File: src/rtl/pc_int_pkg.sv
`default_nettype none
// ============================================================================
// pc_int_pkg : shared defaults, ID width helper and backup stack entry type
// Rev 1.0
// ============================================================================
package pc_int_pkg;

  localparam int                    PC_W_DEF     = 27;
  localparam logic [PC_W_DEF-1:0]   PC_START_DEF = 27'hC02522;

  // Stack entries are sized for the widest supported PC and 32 sources.
  localparam int STK_PC_W = 32;
  localparam int STK_ID_W = 5;

  typedef struct packed {
    logic [STK_PC_W-1:0] pc;
    logic [STK_ID_W-1:0] id;
  } stack_entry_t;

  function automatic int id_width(input int n);
    return (n <= 1) ? 1 : $clog2(n);
  endfunction

endpackage
`default_nettype wire

File: src/rtl/int_edge_latch.sv
`default_nettype none
// ============================================================================
// int_edge_latch : per-source rising-edge capture, pending set/clear, mask reg
// Rev 1.0
// ============================================================================
module int_edge_latch
  import pc_int_pkg::*;
#(
  parameter int NUM_INT = 8
) (
  input  logic               clk,
  input  logic               reset,
  input  logic [NUM_INT-1:0] int_in,
  input  logic               mask_we,
  input  logic [NUM_INT-1:0] mask_wdata,
  input  logic [NUM_INT-1:0] clr,
  output logic [NUM_INT-1:0] pending,
  output logic [NUM_INT-1:0] mask
);

  logic [NUM_INT-1:0] samp_q, samp_d;
  logic [NUM_INT-1:0] prev_q, prev_d;
  logic [NUM_INT-1:0] pend_q, pend_d;
  logic [NUM_INT-1:0] mask_q, mask_d;

  always_comb begin
    samp_d = int_in;
    prev_d = samp_q;
    // A fresh edge beats a same-cycle service clear.
    pend_d = (pend_q & ~clr) | (samp_q & ~prev_q);
    mask_d = mask_we ? mask_wdata : mask_q;
  end

  always_ff @(negedge clk) begin
    if (reset) begin
      samp_q <= '0;
      prev_q <= '0;
      pend_q <= '0;
      mask_q <= '1;
    end else begin
      samp_q <= samp_d;
      prev_q <= prev_d;
      pend_q <= pend_d;
      mask_q <= mask_d;
    end
  end

  assign pending = pend_q;
  assign mask    = mask_q;

endmodule
`default_nettype wire

File: src/rtl/pc_int_ctrl.sv
`default_nettype none
// ============================================================================
// pc_int_ctrl : PC stepping with fixed-priority interrupt vectoring
// Optional priority-preemptive nesting via macro PC_INT_NEST_EN.  Rev 1.0
// ============================================================================
module pc_int_ctrl
  import pc_int_pkg::*;
#(
  parameter int              PC_W       = PC_W_DEF,
  parameter logic [PC_W-1:0] PC_START   = PC_W'(PC_START_DEF),
  parameter int              NUM_INT    = 8,
  parameter int              VEC_BASE   = 1,
  parameter int              NEST_DEPTH = 4,
  parameter int              ID_W       = id_width(NUM_INT)
) (
  input  logic               clk,
  input  logic               reset,
  input  logic               writeBack,
  input  logic               jump,
  input  logic               offset,
  input  logic [PC_W-1:0]    jump_addr,
  input  logic               reti,
  input  logic [NUM_INT-1:0] int_in,
  input  logic               mask_we,
  input  logic [NUM_INT-1:0] mask_wdata,
  output logic [PC_W-1:0]    pc_out,
  output logic [ID_W-1:0]    int_id,
  output logic               int_active,
  output logic [NUM_INT-1:0] pending
);

`ifdef PC_INT_NEST_EN
  localparam int DEPTH = NEST_DEPTH;
`else
  // Without nesting a single backup slot suffices whatever NEST_DEPTH says.
  localparam int DEPTH = (NEST_DEPTH > 0) ? 1 : 1;
`endif
  localparam int SP_W  = $clog2(DEPTH + 1);
  localparam int IDX_W = (DEPTH <= 1) ? 1 : $clog2(DEPTH);

  logic [PC_W-1:0]    pc_q, pc_d;
  logic [ID_W-1:0]    int_id_q, int_id_d;
  logic               int_active_q, int_active_d;
  logic               wb_q, wb_d;
  logic [SP_W-1:0]    sp_q, sp_d;
  stack_entry_t       stack_q [DEPTH];
  stack_entry_t       stack_d [DEPTH];

  logic [NUM_INT-1:0] mask, elig, clr;
  logic [ID_W-1:0]    win;
  logic               win_vld, gate;
  logic [IDX_W-1:0]   push_idx, pop_idx;
  logic [PC_W-1:0]    ret_pc;
  stack_entry_t       top;

  int_edge_latch #(.NUM_INT(NUM_INT)) u_edge (
    .clk        (clk),
    .reset      (reset),
    .int_in     (int_in),
    .mask_we    (mask_we),
    .mask_wdata (mask_wdata),
    .clr        (clr),
    .pending    (pending),
    .mask       (mask)
  );

  always_comb begin
    elig    = pending & mask & {NUM_INT{pc_q < PC_START}};
    win     = '0;
    win_vld = 1'b0;
    for (int i = NUM_INT - 1; i >= 0; i--) begin
      if (elig[i]) begin
        win     = ID_W'(i);
        win_vld = 1'b1;
      end
    end
  end

`ifdef PC_INT_NEST_EN
  assign gate = (sp_q == '0) || ((win < int_id_q) && (sp_q != SP_W'(DEPTH)));
`else
  assign gate = !int_active_q;
`endif

  // Index arithmetic wraps in IDX_W bits, so sp == DEPTH still pops the top slot.
  assign push_idx = sp_q[IDX_W-1:0];
  assign pop_idx  = push_idx - IDX_W'(1);
  assign top      = stack_q[pop_idx];
  assign ret_pc   = jump ? (offset ? pc_q + jump_addr : jump_addr) : pc_q + PC_W'(1);

  always_comb begin
    pc_d         = pc_q;
    int_id_d     = int_id_q;
    int_active_d = int_active_q;
    sp_d         = sp_q;
    stack_d      = stack_q;
    clr          = '0;
    wb_d         = writeBack;
    if (writeBack && !wb_q) begin
      if (reti && (sp_q != '0)) begin
        pc_d         = PC_W'(top.pc);
        int_id_d     = ID_W'(top.id);
        sp_d         = sp_q - SP_W'(1);
        int_active_d = (sp_q != SP_W'(1));
      end else if (reti) begin
        pc_d = pc_q + PC_W'(1);
      end else if (win_vld && gate) begin
        stack_d[push_idx] = '{pc: STK_PC_W'(ret_pc), id: STK_ID_W'(int_id_q)};
        sp_d              = sp_q + SP_W'(1);
        pc_d              = PC_W'(VEC_BASE) + PC_W'(win);
        int_id_d          = win;
        int_active_d      = 1'b1;
        clr               = NUM_INT'(1) << win;
      end else begin
        pc_d = ret_pc;
      end
    end
  end

  always_ff @(negedge clk) begin
    if (reset) begin
      pc_q         <= PC_START;
      int_id_q     <= '0;
      int_active_q <= 1'b0;
      wb_q         <= 1'b0;
      sp_q         <= '0;
      for (int i = 0; i < DEPTH; i++) stack_q[i] <= '0;
    end else begin
      pc_q         <= pc_d;
      int_id_q     <= int_id_d;
      int_active_q <= int_active_d;
      wb_q         <= wb_d;
      sp_q         <= sp_d;
      stack_q      <= stack_d;
    end
  end

  assign pc_out     = pc_q;
  assign int_id     = int_id_q;
  assign int_active = int_active_q;

endmodule
`default_nettype wire

File: config.mk
export PLATFORM = sky130hd
export DESIGN_NAME = pc_int_ctrl
export DESIGN_NICKNAME = d
export VERILOG_FILES = /design/src/rtl/pc_int_pkg.sv /design/src/rtl/int_edge_latch.sv /design/src/rtl/pc_int_ctrl.sv
export SDC_FILE = /design/constraint.sdc
export NUM_CORES = 1
export LEC_CHECK = 0
export CELL_PAD_IN_SITES_DETAIL_PLACEMENT = 1
export CELL_PAD_IN_SITES_GLOBAL_PLACEMENT = 2
export CORE_ASPECT_RATIO = 1.25
export CORE_MARGIN = 3
export CORE_UTILIZATION = 35
export DETAILED_ROUTE_END_ITERATION = 8
export GPL_TIMING_DRIVEN = 0
export PLACE_DENSITY_LB_ADDON = 0.1
export RECOVER_POWER = 50
export SYNTH_ARGS = -nofsm -noshare
export SYNTH_HDL_FRONTEND = slang
export SYNTH_SLANG_ARGS = --single-unit
File: constraint.sdc
create_clock -name clk -period 7.35 [get_ports clk]
set_clock_uncertainty 0.2 [all_clocks]
set_input_delay 1.47 -clock clk [delete_from_list [all_inputs] [get_ports clk]]
set_output_delay 1.47 -clock clk [all_outputs]
set_load 0.1 [all_outputs]
==> key figures <==
Outcome
  • Status: finished with violations
  • Violated checks: negative setup slack

Timing
  • Setup ws final: -0.190 ns
  • Slew headroom: 22.6%
  • RSZ-0062 raised after global routing: yes
  • Slew @ Worst Pin: 1.17 ns
  • Setup violators final: 16
  • Max Transition Viols Final: 0
  • Endpoints failing hold: 0

GRT
  • Vias in the first global route: 8,340
  • Met1 global-route usage: 33.1%
  • Initial antenna violation count: 0
  • Grt ovf: 0
  • Met3 usage: 5.50%
  • Global-route wire length before repair: 44,800 um
  • Met2 GRT Util: 50.9%
  • GRT Util Overall: 28.5%
  • Largest net degree at the start of global routing: 18
  • Top Usage Layer GRT: met2

Synth
  • Ys flop type: dfxtp_1
  • Async set-or-reset flop fraction in the synthesized netlist: 0%
  • Mapped Cells: 853
  • Synth Area in XOR/XNOR: 5.97%
  • Synth unique cells: 72
  • Simple-gate portion of the synthesized area: 24.9%
  • Mapped Avg Cell Area: 7.57 sq um
  • Post-synthesis cell area: 6450 sq um
  • Largest family of logic cells by synthesized area: simple AND/OR/NAND/NOR gates
  • Compound-gate portion of the synthesized area: 24.8%
  • Number of synthesized flops with an enable pin: 0
  • Post-synthesis adder-cell area fraction: 6.32%
  • Proportion of synthesized area in mux cells: 4.13%
  • Sequential share of the synthesized area: 29.5%
  • Syn Nets: 935
  • Synth Register Bits: 95
  • Synth Warn #: 0

Critical path
  • R2R setup slack: 3.95 ns
  • Crit path kind: in2reg
  • CP Max Fanout: 3
  • Startpoint Class: primary input
  • Crit. End Element: register
  • Worst EP arrival: 4.00 ns
  • FF-to-FF path depth: 11
  • Required time worst endpoint: 3.81 ns

Die
  • Initial core utilization: 36.3%
  • Row count: 54
  • Die Span Y: 158 um
  • Ports: 89
  • Core area: 17,800 sq um
  • Die area: 20,100 sq um
  • DIE WIDTH: 127 um

Placed design
  • Dpl cells: 1,163
  • Detail Placement HPWL: 20,300 um
  • Routability cong.: 0.916
  • I/O Buffers: 86

Clocking
  • Cts-stage hold buffer count: 0
  • CTS Root Cell: clkbuf_16
  • CTS tree: yes
  • Clk sink count: 95
  • CTS buffer count: 9
  • Clock Tree Buf Depth: 2
  • H-tree lvl count: 3
  • Worst-skew pair later-pin latency: 0.42 ns
  • Clock-pin slew of the registers on the worst-case setup and hold paths: 0.05 ns

Detailed routing
  • DR pass1 iterations: 5
  • ANT nets after route: 0
  • Vias: 7,614
  • WL/cell: 22.1 um
  • DRT iter0 DRCs: 445
  • Final WL: 29,000 um
  • Residual DRC count: 0
  • Vias per cell: 5.80

Finish
  • Fin nets: 1,166
  • Diodes inserted: 0
  • Ratio of cells with drive above 1 in the final layout: 16.9%
  • Post-Layout Cell Count: 1,313
  • Final core occ: 51.7%
  • Layout area overhead: 42.4%

Hold path
  • Hold/Removal Path Class: reg2reg
  • Hold Path Depth: 2

Power and ir drop
  • Pwr/cell area: 222 nW/um^2
  • Max IR drop VDD: 156 uV
  • Leakage power: 3.87 nW

Job
  • Max-cap violations: 0
registers in the layout, summed over array words and instances, names as in the netlist:
register / count
int_active: 1
int_id: 3
pc_out: 27
push_idx: 1
stack_q: 30
u_edge.mask: 8
u_edge.pending: 8
u_edge.prev_d: 8
u_edge.prev_q: 8
wb_q: 1
kinds of logic after synthesis:
| kind of cell | after synthesis |
|---|---|
| adders and majority gates | 32 |
| buffers and inverters | 74 |
| and+or+nand+nor | 328 |
| AOI/OAI and AO/OA | 254 |
| xor gates and xnor gates | 44 |
| DFF | 95 |
| muxes | 26 |
power by group:
part           leakage (nW)  switching (mW)  internal, mW  total [mW]
sequential            0.778          0.0479         0.553       0.601
clock                 0.663           0.375         0.343       0.717
combinational          2.43           0.468         0.258       0.726
total                  3.87           0.890          1.15        2.04
per-stage QoR:
stage | instance area, sq um | setup slack [ns] | hold WS [ns] | power (mW) | setup TNS, ns
6_report | 9190 | -0.190 | 0.248 | 2.04 | -0.917
5_1_grt | 9190 | -0.258 | 0.264 | 2.18 | -3.47
4_1_cts | 9070 | -0.220 | 0.248 | 2.03 | -0.746
3_5_place_dp | 7790 | -1.32 | 0.249 | 1.31 | -44.30
3_3_place_gp | 7790 | -1.28 | 0.236 | 1.30 | -41.94
2_1_floorplan | 6650 | -0.240 | 0.229 | 1.11 | -1.16
what timing repair did:
item	4_1_cts	5_1_grt
setup endpoints to repair	79	44
pin swaps	53	31
buffers inserted	35	8
cloned	0	0
resized for setup	165	59
path summary, 6_finish.rpt:
| kind | start | end |
|---|---|---|
| worst max-delay path | jump_addr[5] | pc_out[24] |
| worst max register to register | pc_out[17] | pc_out[2] |
| worst min-delay path | u_edge.prev_d[7] | u_edge.pending[7] |
| worst min register to register | u_edge.prev_d[7] | u_edge.pending[7] |
final cells by class:
cell class	instances	area (sq um)
Fill cell	2219	8580
Multi-Input combinational cell	684	4970
Sequential cell	95	1900
Timing Repair Buffer	129	1090
Clock inverter	102	449
Tap cell	224	280
Clock buffer	9	225
Buffer	47	188
Inverter	23	90.1
cells in the mapped netlist (all sizes together), types with 5 or more instances:
master   n  area (sq um)
mux2     5          56.3
nand3b  11          82.6
and3     8          50.1
o221ai   6          52.6
a31oi    7          50.1
buf      6          27.5
a22oi   11          82.6
a211o   10          87.6
dfxtp   95          1900
a21o     7          52.6
o22ai   12          75.1
nand4    9          56.3
xnor2   23           201
o21ai   60           300
nand2   97           364
or3      7          45.1
a21oi   89           449
xor2    21           184
a221oi   5          43.8
nand3   25           125
a211oi  10          75.1
nor2b   31           194
nor3    19          95.1
nand2b  15          93.8
mux2i   21           210
ha      31           388
nor2    84           318
clkbuf  44           165
inv     24          90.1
layer usage:
layer / share of wire [%] / vias to the layer above
met1: 41 / 3739
met4: 2.7 / 0
met3: 5.3 / 58
met5: 0 / -
met2: 51 / 284
li1: - / 3533
worst max-delay path, stage by stage:
cell and delay, ns:
buf_6 0.10, ha_4 0.21, a21o_1 0.19, or3_4 0.38
o211a_4 0.29, o211ai_4 0.27, o2111ai_4 0.13, or4b_4 0.56
a31oi_4 0.20, a221oi_2 0.09, nor2_1 0.11
placed cells by master (no fill, tap or decap), types with 7 or more instances in the layout:
master           count
buf_6                9
o21ai_1              9
clkbuf_16            9
clkdlybuf4s50_1     32
a21oi_2              7
nand2_1             94
nor3_1              13
a22oi_1             11
nand3b_1            11
inv_1              115
ha_1                 8
a21o_1               7
clkbuf_2            10
nand4_1              9
and3_1               7
nand2b_1            14
nor2_1              80
o21ai_0             45
a21oi_1             78
mux2i_1             19
buf_4               40
xnor2_1             22
xor2_1              20
clkbuf_1            48
o22ai_1             12
a211o_1             10
nor2b_1             30
ha_4                22
a211oi_1             8
dfxtp_1             95
dlygate4sd2_1       24
nand3_1             23
Power figures use the tool's default switching activity.
==> RTL edit 1, RTL diff (same flow settings) <==
Add a define of `PC_INT_NEST_EN`.
--- a/src/rtl/pc_int_ctrl.sv
+++ b/src/rtl/pc_int_ctrl.sv
@@ -3,6 +3,8 @@
 // pc_int_ctrl : PC stepping with fixed-priority interrupt vectoring
 // Optional priority-preemptive nesting via macro PC_INT_NEST_EN.  Rev 1.0
 // ============================================================================
+`define PC_INT_NEST_EN
+
 module pc_int_ctrl
   import pc_int_pkg::*;
 #(
Behaviour: same outputs for any inputs over 4 cycles, from zero or initial values and one cycle with reset high; that may be too few to reach the edited logic, so the function may still have changed.
==> RTL edit 1 against the original RTL <==
Setup slack improved by 140 ps. Wire length is 60% higher. Critical path depth is 1 lower. Total power rose by 65%. Cell area is 58% higher. Sequential cell count up 92. Synthesized area up 66%. The run still ends with negative setup slack left. Hold slack worse by 6.6 ps.
==> RTL edit 1: results (changes against the original RTL) <==
* Result of the run: finished with violations (unchanged)
* Failing checks: negative setup slack (unchanged)
* Flip-flop count of the largest register, all copies and words added at 120 (was 30)
* Slack of the worst reg-to-reg path at 1720 ps (was 3950 ps)
* Final count of negative-setup-slack endpoints at 11 (was 16)
* Skew-Pair Late Insertion Delay at 490 ps (was 420 ps)
* Worst r2r path cells at 10 (was 11)
* Yosys cell types at 79 (was 72)
* Sequential area share after synthesis at 0.349 (was 0.295)
* Iteration-0 DRC count of the detailed router at 606 (was 445)
* Maximum number of pins on one net before global-route repair at 19 (was 18)
* Pwr dens at 233 nW/µm² (was 222 nW/µm²)
* First element of the critical path: jump_addr[15] (was jump_addr[5])
* Combinational cell power at 0.000912 W (was 0.000726 W)
* Syn Nets at 1414 (was 935)
* Number of cells produced by synthesis at 1326 (was 853)
* Gr usage total at 0.280 (was 0.285)
* Post-Route Setup TNS at -154 ps (was -917 ps)
* Critical register-to-register path startpoint: sp_q[0]$_SDFFE_NP0P_ (was pc_out[17]$_SDFFE_NP0P_)
* Fill cell instance count of the final layout at 3701 (was 2219)
* H-Tree Level Count at 4 (was 3)
* Hold path startpoint: int_active$_SDFFE_NP0P_ (was u_edge.prev_d[7]$_SDFF_NP0_)
* Place WS at -1200 ps (was -1320 ps)
* Highest net fanout along the worst path at 5 (was 3)
* Total via count in the routed design at 11600 (was 7614)
* Portion of netlist area occupied by mux cells at 0.0920 (was 0.0413)
* Wirelength, routed at 46.4 mm (was 29.0 mm)
* Adder and majority gate portion of the synthesized area at 0.0450 (was 0.0632)
* Switching power total at 0.00142 W (was 0.000890 W)
* Worst Slack Setup Final at -47.3 ps (was -190 ps)
* Compound-gate portion of the synthesized area at 0.215 (was 0.248)
* P_leak at 5.89 nW (was 3.87 nW)
* Top area cells in the synthesized netlist: dfxtp_1 35%, nand2_1 9.6%, a21oi_1 7.6% (was dfxtp_1 29%, a21oi_1 6.8%, ha_1 6.0%)
* Hold Crit Endpoint: int_active$_SDFFE_NP0P_ (was u_edge.pending[7]$_SDFF_NP0_)
* Hold Slack at 242 ps (was 248 ps)
* Area post-placement at 12300 µm² (was 7790 µm²)
* Slowest stage cell on the critical path: a211o_4 (was or4b_4)
* Total number of nets in the final design at 1738 (was 1166)
* Flip-flop and latch power at 0.00111 W (was 0.000601 W)
RTL edit 1: layout make-up:
type	count	share of cell area
multi-input combinational	1030	0.511
buffer	82	0.0281
inverter	24	0.00648
timing repair buffer	121	0.0721
tap	401	0.0346
sequential	187	0.258
clock inverter	202	0.0594
clock buffer	17	0.0294
RTL edit 1: what timing repair did:
item / in CTS / in global routing
pin swaps: 40 / 42
endpoints found under the hold margin: 0 / 0
gates resized for setup: 185 / 53
setup endpoints to repair: 189 / 113
setup buffers: 25 / 13
RTL edit 1: layer usage:
| metal | track usage | vias to the layer above | share of wire |
|---|---|---|---|
| li1 | - | 5427 | - |
| met1 | 0.334 | 5792 | 0.43 |
| met2 | 0.489 | 281 | 0.51 |
| met3 | 0.0566 | 68 | 0.033 |
| met4 | 0.112 | 0 | 0.028 |
| met5 | 0 | - | 0 |
==> RTL edit 2, RTL diff (same flow settings) <==
Made on the original files. Reset style: asynchronous (`reset`), changed in 2 clocked blocks.
--- a/src/rtl/int_edge_latch.sv
+++ b/src/rtl/int_edge_latch.sv
@@ -31,7 +31,7 @@
     mask_d = mask_we ? mask_wdata : mask_q;
   end
 
-  always_ff @(negedge clk) begin
+  always_ff @(negedge clk or posedge reset) begin
     if (reset) begin
       samp_q <= '0;
       prev_q <= '0;
--- a/src/rtl/pc_int_ctrl.sv
+++ b/src/rtl/pc_int_ctrl.sv
@@ -117,7 +117,7 @@
     end
   end
 
-  always_ff @(negedge clk) begin
+  always_ff @(negedge clk or posedge reset) begin
     if (reset) begin
       pc_q         <= PC_START;
       int_id_q     <= '0;
Formal check against the unedited RTL: differs if reset is asserted again (counterexample within 4 cycles, from zero or initial values and one cycle with reset high); with reset held inactive, the same outputs for 4 cycles.
==> RTL edit 2 against the original RTL <==
The run ends with max-capacitance violations, negative setup slack left. Largest cell class unchanged. Global-route usage down 3.4 points. Highest routed layer unchanged. Synthesized area up 1.0%. Sequential cell count unchanged. Synthesized cell count down 12%. Critical path type unchanged. Wire length down 12%. Register-to-register slack worse by 710 ps. Cell area down 3.5%. Setup slack worse by 330 ps.
Power is not compared: it rests on default switching activity, and its combinational part moved more than twofold at a synthesized area within 25%.
==> RTL edit 2: results (changes against the original RTL) <==
* Most used standard cells in the synthesized netlist: 80 x dfrtn_1, 80 x nand2_1, 67 x nor2_1 (was 97 x nand2_1, 95 x dfxtp_1, 88 x a21oi_1)
* Fraction of final layout cells sized beyond drive strength 1 at 0.228 (was 0.169)
* Wire per inst at 22.7 µm (was 22.1 µm)
* Sequential Area at 2400 µm² (was 1900 µm²)
* Worst Slack Setup Final at -520 ps (was -190 ps)
* Total number of nets in the final design at 977 (was 1166)
* Number of buffers inserted by post-CTS setup repair at 26 (was 35)
* Final count of negative-setup-slack endpoints at 23 (was 16)
* Via/cell ratio at 5.83 (was 5.80)
* Maximum number of pins on one net before global-route repair at 37 (was 18)
* CLK BUF at 10 (was 9)
* Yosys cell types at 66 (was 72)
* Data arrival, critical path at 4200 ps (was 4000 ps)
* Failing checks: max-capacitance violations, negative setup slack (was negative setup slack)
* Non-clock buffers at 156 (was 176)
* Portion of netlist area occupied by mux cells at 0.0794 (was 0.0413)
* Pre-Repair DR Iteration Count at 4 (was 5)
* Transition time at the pin with the least slew margin at 1490 ps (was 1170 ps)
* Compound-gate portion of the synthesized area at 0.217 (was 0.248)
* Slowest stage cell on the critical path: o311a_1 (was or4b_4)
* Result of the run: finished with violations (unchanged)
* Syn Area/Cell at 8.70 µm² (was 7.57 µm²)
* Fraction of synthesis flops using an asynchronous set or reset pin at 1.00 (was 0)
* Sequential fraction of total cell area at 0.270 (was 0.207)
* Iteration-0 DRC count of the detailed router at 323 (was 445)
* Gr usage total at 0.251 (was 0.285)
* Adder and majority gate portion of the synthesized area at 0.0625 (was 0.0632)
* Max-cap check violation count at 1 (was 0)
* Via count of the first global-routing pass at 7037 (was 8340)
* Non-clock buffering overhead at 0.141 (was 0.139)
* Area share of xor/xnor cells in the synthesized design at 0.0578 (was 0.0597)
* Total via count in the routed design at 6581 (was 7614)
* Number of resized instances in the post-cts repair step at 154 (was 165)
* Syn Nets at 832 (was 935)
* Post-Route Setup TNS at -5140 ps (was -917 ps)
* Total number of multi-input combinational cells at 589 (was 684)
* Clock Network Area Fraction at 0.0430 (was 0.0734)
* Sequential area share after synthesis at 0.367 (was 0.295)
* Place WS at -1510 ps (was -1320 ps)
## RTL edit 2: worst paths after layout
check                                            from                         end  slack, ps  depth (start not counted)
max                                      jump_addr[0]     stack_q[31]$_DFFE_NP0P_       -520                         14
min                        u_edge.prev_d[4]$_DFF_NP0_  u_edge.prev_q[4]$_DFF_NP0_        120                          0
max reg2reg                     pc_out[2]$_DFFE_NP0P_      pc_out[16]$_DFFE_NP0P_       3240                         10
min reg2reg                u_edge.prev_d[4]$_DFF_NP0_  u_edge.prev_q[4]$_DFF_NP0_        120                          0
max in group asynchronous                       reset       pc_out[4]$_DFFE_NP0P_        330                          3
min in group asynchronous                       reset  u_edge.prev_d[3]$_DFF_NP0_       5280                          2
## RTL edit 2: metal layers
metal  share of wire  GRT usage  vias to the layer above
met5               0          0                        -
met4           0.032     0.0905                        0
met3           0.041     0.0292                       55
met2            0.51      0.438                      188
met1            0.42      0.321                     3327
li1                -          -                     3011
